==> config.mk <==
export PLATFORM = sky130hd
export DESIGN_NAME = pipe_stage_reg
export DESIGN_NICKNAME = d
export VERILOG_FILES = /design/src/rtl/pipe_pkg.sv /design/src/rtl/pipe_skid_entry.sv /design/src/rtl/pipe_stage_reg.sv
export SDC_FILE = /design/constraint.sdc
export NUM_CORES = 1
export LEC_CHECK = 0
export CAP_MARGIN = 20
export CORE_ASPECT_RATIO = 0.9
export CORE_UTILIZATION = 44
export DETAILED_ROUTE_END_ITERATION = 8
export GPL_ROUTABILITY_DRIVEN = 0
export PLACE_DENSITY_LB_ADDON = 0.3
export SLEW_MARGIN = 25
export SYNTH_ARGS = -nofsm -noshare
export SYNTH_HDL_FRONTEND = slang
export SYNTH_HIERARCHICAL = 1
export SYNTH_SLANG_ARGS = --single-unit
export TNS_END_PERCENT = 50
==> constraint.sdc <==
create_clock -name clk -period 1.78 [get_ports clk]
set_input_delay 0.267 -clock clk [delete_from_list [all_inputs] [get_ports clk]]
set_output_delay 0.267 -clock clk [all_outputs]
set_load 0.02 [all_outputs]
==> src/rtl/pipe_pkg.sv <==
// Shared definitions for the pipeline stage register: occupancy encoding
// and the zero-payload constant used on reset and flush.
package pipe_pkg;

    localparam logic [1:0] EMPTY = 2'd0;
    localparam logic [1:0] FULL1 = 2'd1;
    localparam logic [1:0] FULL2 = 2'd2;

    // Replicated to any payload width as {DATA_W{PIPE_ZERO_BIT}}
    localparam logic PIPE_ZERO_BIT = 1'b0;

endpackage

==> src/rtl/pipe_skid_entry.sv <==
// Single valid + payload register with load and clear; used for both the
// main entry and the skid entry of pipe_stage_reg.
module pipe_skid_entry
    import pipe_pkg::*;
#(
    parameter int DATA_W = 64
) (
    input  logic              clk,
    input  logic              rst,
    input  logic              load,
    input  logic              clear,
    input  logic              zero,
    input  logic [DATA_W-1:0] d,
    output logic              vld,
    output logic [DATA_W-1:0] q
);

    logic              vld_p0;
    logic [DATA_W-1:0] data_p0;

    // Clear wins over load; zero only touches the data bits
    always_ff @(posedge clk) begin
        if (rst) begin
            vld_p0  <= 1'b0;
            data_p0 <= {DATA_W{PIPE_ZERO_BIT}};
        end else begin
            if (clear)
                vld_p0 <= 1'b0;
            else if (load)
                vld_p0 <= 1'b1;

            if (zero)
                data_p0 <= {DATA_W{PIPE_ZERO_BIT}};
            else if (load && !clear)
                data_p0 <= d;
        end
    end

    assign vld = vld_p0;
    assign q   = data_p0;

endmodule

==> src/rtl/pipe_stage_reg.sv <==
// Reusable pipeline boundary register with valid/ready handshake, hazard
// stall, flush-to-bubble and an optional two-entry skid buffer.
module pipe_stage_reg
    import pipe_pkg::*;
#(
    parameter int DATA_W     = 64,
    parameter bit SKID_EN    = 1'b1,
    parameter bit FLUSH_ZERO = 1'b1
) (
    input  logic              clk,
    input  logic              rst,
    input  logic              in_valid,
    output logic              in_ready,
    input  logic [DATA_W-1:0] in_data,
    output logic              out_valid,
    input  logic              out_ready,
    output logic [DATA_W-1:0] out_data,
    input  logic              stall,
    input  logic              flush,
    output logic [1:0]        occ
);

    logic              in_fire;
    logic              out_fire;
    logic              main_vld;
    logic              skid_vld;
    logic [DATA_W-1:0] main_q;
    logic [DATA_W-1:0] skid_q;
    logic [DATA_W-1:0] main_d;
    logic              main_load;
    logic              main_clr;
    logic              skid_load;
    logic              skid_clr;
    logic              zero_on_flush;
    logic [1:0]        state;
    logic [1:0]        state_d;

    // Occupancy is decoded from the entry valids; the skid is only ever
    // filled while the main entry is full
    assign state = skid_vld ? FULL2 : (main_vld ? FULL1 : EMPTY);

    assign in_fire       = in_valid & in_ready;
    assign out_fire      = main_vld & out_ready & ~stall;
    assign zero_on_flush = flush & FLUSH_ZERO;

    assign out_valid = main_vld;
    assign out_data  = main_q;
    assign occ       = state;

    always_comb begin
        main_load = 1'b0;
        main_clr  = 1'b0;
        main_d    = in_data;
        skid_load = 1'b0;
        skid_clr  = 1'b0;
        state_d   = state;
        if (flush) begin
            main_clr = 1'b1;
            skid_clr = 1'b1;
            state_d  = EMPTY;
        end else begin
            case (state)
                EMPTY: begin
                    if (in_fire) begin
                        main_load = 1'b1;
                        state_d   = FULL1;
                    end
                end
                FULL1: begin
                    if (in_fire && !out_fire && SKID_EN) begin
                        skid_load = 1'b1;
                        state_d   = FULL2;
                    end else if (in_fire) begin
                        main_load = 1'b1;
                    end else if (out_fire) begin
                        main_clr = 1'b1;
                        state_d  = EMPTY;
                    end
                end
                FULL2: begin
                    if (out_fire) begin
                        main_load = 1'b1;
                        main_d    = skid_q;
                        skid_clr  = 1'b1;
                        state_d   = FULL1;
                    end
                end
                default: ;
            endcase
        end
    end

    pipe_skid_entry #(.DATA_W(DATA_W)) u_main (
        .clk   (clk),
        .rst   (rst),
        .load  (main_load),
        .clear (main_clr),
        .zero  (zero_on_flush),
        .d     (main_d),
        .vld   (main_vld),
        .q     (main_q)
    );

    generate
        if (SKID_EN) begin : g_skid
            logic rdy_p0;

            pipe_skid_entry #(.DATA_W(DATA_W)) u_skid (
                .clk   (clk),
                .rst   (rst),
                .load  (skid_load),
                .clear (skid_clr),
                .zero  (zero_on_flush),
                .d     (in_data),
                .vld   (skid_vld),
                .q     (skid_q)
            );

            // Registered ready: low only when the next state has both entries full
            always_ff @(posedge clk) begin
                if (rst)
                    rdy_p0 <= 1'b0;
                else
                    rdy_p0 <= (state_d != FULL2);
            end

            assign in_ready = rdy_p0;
        end else begin : g_noskid
            assign skid_vld = 1'b0;
            assign skid_q   = {DATA_W{PIPE_ZERO_BIT}};
            assign in_ready = ~rst & (~main_vld | (out_ready & ~stall));
        end
    endgenerate

endmodule

# ---- Word level (Yosys, flattened, before mapping)
# Index checks and enable logic that the tools add are counted.
dict set report word_totals {
  input_bits 70
  elab_cells 47
  regBits 131
  out_inout_bits 68
}
dict set report op_classes {
  eq_ne 3
  bitwise_logic 4
  muxes 25
  n_reduce_logical 10
}
# op count
set op_table {}
lappend op_table {{$mux 64} 2}
lappend op_table {{$mux 1} 14}
lappend op_table {{$mux 2} 7}
lappend op_table {{$pmux 2 s3} 1}
lappend op_table {{$reduce_or 2->1} 3}
lappend op_table {{$and 1x1->1} 3}
lappend op_table {{$logic_and 1x1->1} 3}
lappend op_table {{$logic_not 1->1} 3}
lappend op_table {{$pmux 1 s3} 1}
lappend op_table {{$eq 2x1->1 const B} 1}
lappend op_table {{$eq 2x2->1 const B} 1}
lappend op_table {{$logic_not 2->1} 1}
lappend op_table {{$ne 2x2->1 const B} 1}
lappend op_table {{$not 1->1} 1}

# ---- Logic depth before layout (Yosys ltp)
dict set report logic_depth {
  ltp_word 9
  mapped_depth 8
  depth_no_buf 6
}

# ---- Hierarchy
# The synthesis kept the hierarchy.
# mod cells_per_inst area_per_inst_um2 seq_area_each_um2 n_inst
set by_module_without_submodules {}
lappend by_module_without_submodules {pipe_skid_entry 283 2277.2 1301.2 2}
lappend by_module_without_submodules {pipe_stage_reg 87 915.9 20.0 1}

# ---- Worst setup path after synthesis
# Ideal clock, no wire load.
dict set report synth_timing {
  kind {register to register}
  start {register u_main.vld_p0, in the netlist u_main/vld}
  end {register g_skid.u_skid.data_p0[0], in the netlist g_skid.u_skid/q[0]}
  setup_time_ns 0.070
  period_less_slack_ns 1.931
  stages_incl_launch_ff 9
  n_path_buf 2
  required_time_ns 1.710
  slack_ns -0.151
  t_arrival_ns 1.861
  path_cell_list {dfxtp_1 -> nor2b_1 -> nand2_1 -> nor3_1 -> nor2b_1 -> buf_4 -> buf_6 -> nand2_1 -> a21oi_1}
}
dict set report synth_via {
  word_cells_on_any_way 16
  classes_between {2 x eq/ne; 8 x mux; 2 x bitwise; 4 x reduce/logical}
}
# element line_no
set synth_rtl {}
lappend synth_rtl {{from (decl)} pipe_skid_entry.sv:18} ;# logic vld_p0;
lappend synth_rtl {{from (signal assigned)} pipe_skid_entry.sv:24} ;# vld_p0 <= 1'b0;
lappend synth_rtl {{from (signal assigned)} pipe_skid_entry.sv:28} ;# vld_p0 <= 1'b0;
lappend synth_rtl {{from (signal assigned)} pipe_skid_entry.sv:30} ;# vld_p0 <= 1'b1;
lappend synth_rtl {{$mux 1} pipe_stage_reg.sv:40} ;# assign state = skid_vld ? FULL2 : (main_vld ? FULL1 : EMPTY);
lappend synth_rtl {{$mux 2} pipe_stage_reg.sv:40}
lappend synth_rtl {{via occ[0]} pipe_stage_reg.sv:20} ;# output logic [1:0] occ
lappend synth_rtl {{$eq 2x1->1} pipe_stage_reg.sv:62} ;# case (state)
lappend synth_rtl {{$mux 1} pipe_stage_reg.sv:62}
lappend synth_rtl {{$mux 1} pipe_stage_reg.sv:57} ;# if (flush) begin
lappend synth_rtl {{via skid_load} pipe_stage_reg.sv:32} ;# logic skid_load;
lappend synth_rtl {{$logic_and 1x1->1} pipe_skid_entry.sv:34} ;# else if (load && !clear)
lappend synth_rtl {{to (signal assigned)} pipe_skid_entry.sv:25} ;# data_p0 <= {DATA_W{PIPE_ZERO_BIT}};
lappend synth_rtl {{to (signal assigned)} pipe_skid_entry.sv:33} ;# data_p0 <= {DATA_W{PIPE_ZERO_BIT}};
lappend synth_rtl {{to (decl)} pipe_skid_entry.sv:19} ;# logic [DATA_W-1:0] data_p0;
# The timed path passes the listed nets, and every way through them passes these cells.
# A chain may end at the register's enable or synchronous reset.

# ---- Final worst setup path
dict set report layout_timing {
  start {register u_main.vld_p0, in the netlist u_main/vld}
  end {register u_main.data_p0[24], in the netlist u_main/q[24]}
}
dict set report layout_via {
  word_cells_on_any_way 21
  classes_between {2 x eq/ne; 12 x mux; 2 x bitwise; 5 x reduce/logical}
}
# element line_no
set layout_rtl {}
lappend layout_rtl {{$mux 1 or $and 1x1->1 (tied branches)} {pipe_stage_reg.sv:40, pipe_stage_reg.sv:43}}
lappend layout_rtl {{$mux 2 or $and 1x1->1 (tied branches)} {pipe_stage_reg.sv:40, pipe_stage_reg.sv:43}}
lappend layout_rtl {{$eq 2x2->1 or $mux 64 (tied branches)} {pipe_stage_reg.sv:62, pipe_stage_reg.sv:81}}
lappend layout_rtl {{$mux 64 (*)} pipe_stage_reg.sv:62}
lappend layout_rtl {{via main_d[24]} pipe_stage_reg.sv:29} ;# logic [DATA_W-1:0] main_d;
lappend layout_rtl {{to (signal assigned)} pipe_skid_entry.sv:25}
lappend layout_rtl {{to (signal assigned)} pipe_skid_entry.sv:33}
lappend layout_rtl {{to (decl)} pipe_skid_entry.sv:19}
# The timed path passes the listed nets; every way through them passes the cells marked *.

==> results.cfg <==
[outcome]
outcome = complete, no violations

[clock_tree]
cts_tree = yes
cts_num_sinks = 131
insertion_delay_ps = 410
h-tree-depth = 4
path_clk_slew_ps = 60
cts_buffers = 17
cts.path.max_buffers = 2
clockRootBuffer = clkbuf_16

[pwr]
ir_worst_vdd_mv = 0.733
powerDensity_nw_per_um2 = 906
internal_power_mw = 5.62
switchingPower_mw = 1.44
p_comb_share_pct = 6.6
switching_share_pct = 20.4
leakagePower_nw = 2.57
p_clk_share_pct = 51.6
seqPwrFrac_pct = 41.9
power.total_mw = 7.07

[yosys]
synth_edf_count = 0
ys_seq_area_share_pct = 47.9
synth_area_leader_cell = dfxtp_1
synth.distinct_cells = 19
synthArstFlopShare_pct = 0
synth_area_leaders = dfxtp_1, nand2_1, mux2_2
synthFlopType = dfxtp_1
synthCells = 653
synth_top_area_share_pct = 47.9
avgSynthCellArea_um2 = 8.38
yosysWarnings = 6
synth_area_um2 = 5470
synth_nets = 723
ys_ff_latch = 131

[worst_setup_path]
crit_end = u_main/q[24]
r2r_start = u_main/vld
crit_path_start = u_main/vld
worst-path-max-fanout = 29
arrival_ps = 2050
ff2ff_path_depth = 7
reg2reg_slack_ps = 20
critPathKind = reg -> reg
worstReg2RegEnd = u_main/q[24]
startpoint_type = register
crit_required_ps = 2070
endpoint_kind = register

[final_layout]
final_cells = 963
areaGrowthSynthToFinish_pct = 42.5
utilization_pct = 64.5
final_cell_mix = nand2_1, clkdlybuf4s50_1, dfxtp_1
num-nets-final = 861
final_common_cell = nand2_1
fin_area_um2 = 7790
drive_gt1_share_pct = 16.4
n_antenna_cell = 0

[place]
io_buffers = 137
place_inst = 925
dpl-instance-area_um2 = 7030
dpl.hpwl_mm = 9.23
place_ws_ps = -307

[drt]
viasPerCell = 5.10
drc_errors = 0
vias = 4910
dr.pass1.iters = 4
routed_wl_mm = 14.5
drt_iter0_markers = 249
wl_per_cell_um = 15.1
antenna_left = 0

[timing]
finalHoldViolCount = 0
final.period_utilization_pct = 99.0
max_slew_margin_pct = 76.7
setup_viol = 0
max_freq_ghz = 0.568
fin_crit_ps = 1760
tightestPinTransition_ps = 349
report.final.slew_viol_count = 0
rsz0062_at_grt = yes
skew_ps = 7.69
hold_ws_ps = 444
setup_tns_ps = 0
worst_slack_ps = 18.5

[floorplan]
start_util_pct = 45.3
io-pin-count = 138
std_cell_rows = 38
dieArea_um2 = 12900
design.core.area_um2 = 12100
die_x_um = 120
die_h_um = 108

[hold_path]
hp-class = in -> reg

[grt]
grt_antenna_before_repair = 0
groute.usage.overall_pct = 22.1
grt_max_degree = 44
grt.overflow.total = 0
grt_pass1_vias = 4751
grt_pass1_wl_mm = 22.4

[job]
maxCapViolCount = 0
==> worst min path at each step <==
stage / to / cells past startpoint / startpoint
2_1_floorplan: u_main/vld / 1 / rst
3_3_place_gp: g_skid.u_skid/q[21] / 2 / g_skid.u_skid/q[21]
3_5_place_dp: g_skid.u_skid/q[38] / 2 / g_skid.u_skid/q[38]
4_1_cts: g_skid.u_skid/q[6] / 3 / in_data[6]
5_1_grt: g_skid.u_skid/q[16] / 3 / in_data[16]
6_report: g_skid.u_skid/q[47] / 3 / in_data[47]
==> cell families (layout without fill, tap and decap cells) <==
group | count (synthesis) | after routing | synth area share (%)
AOI/OAI and AO/OA | 134 | 134 | 12.5
buffers and inverters | 49 | 199 | 6.77
and+or+nand+nor | 275 | 275 | 19.6
muxes | 64 | 64 | 13.2
DFF | 131 | 131 | 47.9
==> final cells by class <==
class                           instances  area [um2]
Fill cell                             947        4280
Sequential cell                       131        2620
Multi-Input combinational cell        473        2530
Timing Repair Buffer                  168        1830
Clock buffer                           22         464
Tap cell                              160         200
Clock inverter                          9         154
==> critical path, stage by stage, from the launching register on <==
cell and delay, ps:
dfxtp_2 390, nand2_1 140, nor3_4 250, buf_12 150, buf_16 190, mux2_2 370
nand2_1 80, a21oi_1 60
==> Yosys cell counts, types with 2 or more instances <==
master,instances
a21oi_1,128
a211oi_1,2
dfxtp_1,131
buf_6,18
nor2_1,3
mux2_2,59
nor2b_1,4
buf_2,26
buf_4,5
nand2b_1,3
nor3_1,3
mux2_1,5
nand2_1,259
or2_1,2
==> layer usage <==
layer	up-vias	global-route usage (%)	part of all wire, %
li1	2422	-	-
met1	2348	26.3	43
met2	128	38.6	51
met3	12	5.19	5.6
met4	0	8.39	0.92
met5	-	0	0
==> registers in the layout, summed over array words and instances (netlist names) <==
signal / cells
g_skid.u_skid/vld: 1
in_ready: 1
u_main/vld: 1
g_skid.u_skid/q: 64
u_main/q: 64
==> timing repair <==
action	CTS	global route
setup buffers	0	4
pin swaps	0	1
endpoints found under the setup margin	3	101
resized for setup	3	7
cloned	0	3
hold buffers	0	0
==> power by group through the flow <==
stage / Clock [mW] / Sequential [mW] / Combinational [mW]
after floorplan: 0 / 3.04 / 0.174
after global placement: 0 / 3.02 / 0.455
after detailed placement: 0 / 3.02 / 0.458
after CTS: 3.68 / 2.96 / 0.463
after global routing: 3.83 / 2.96 / 0.499
final: 3.64 / 2.96 / 0.466
Note: power is estimated with default switching activity, not from simulation.
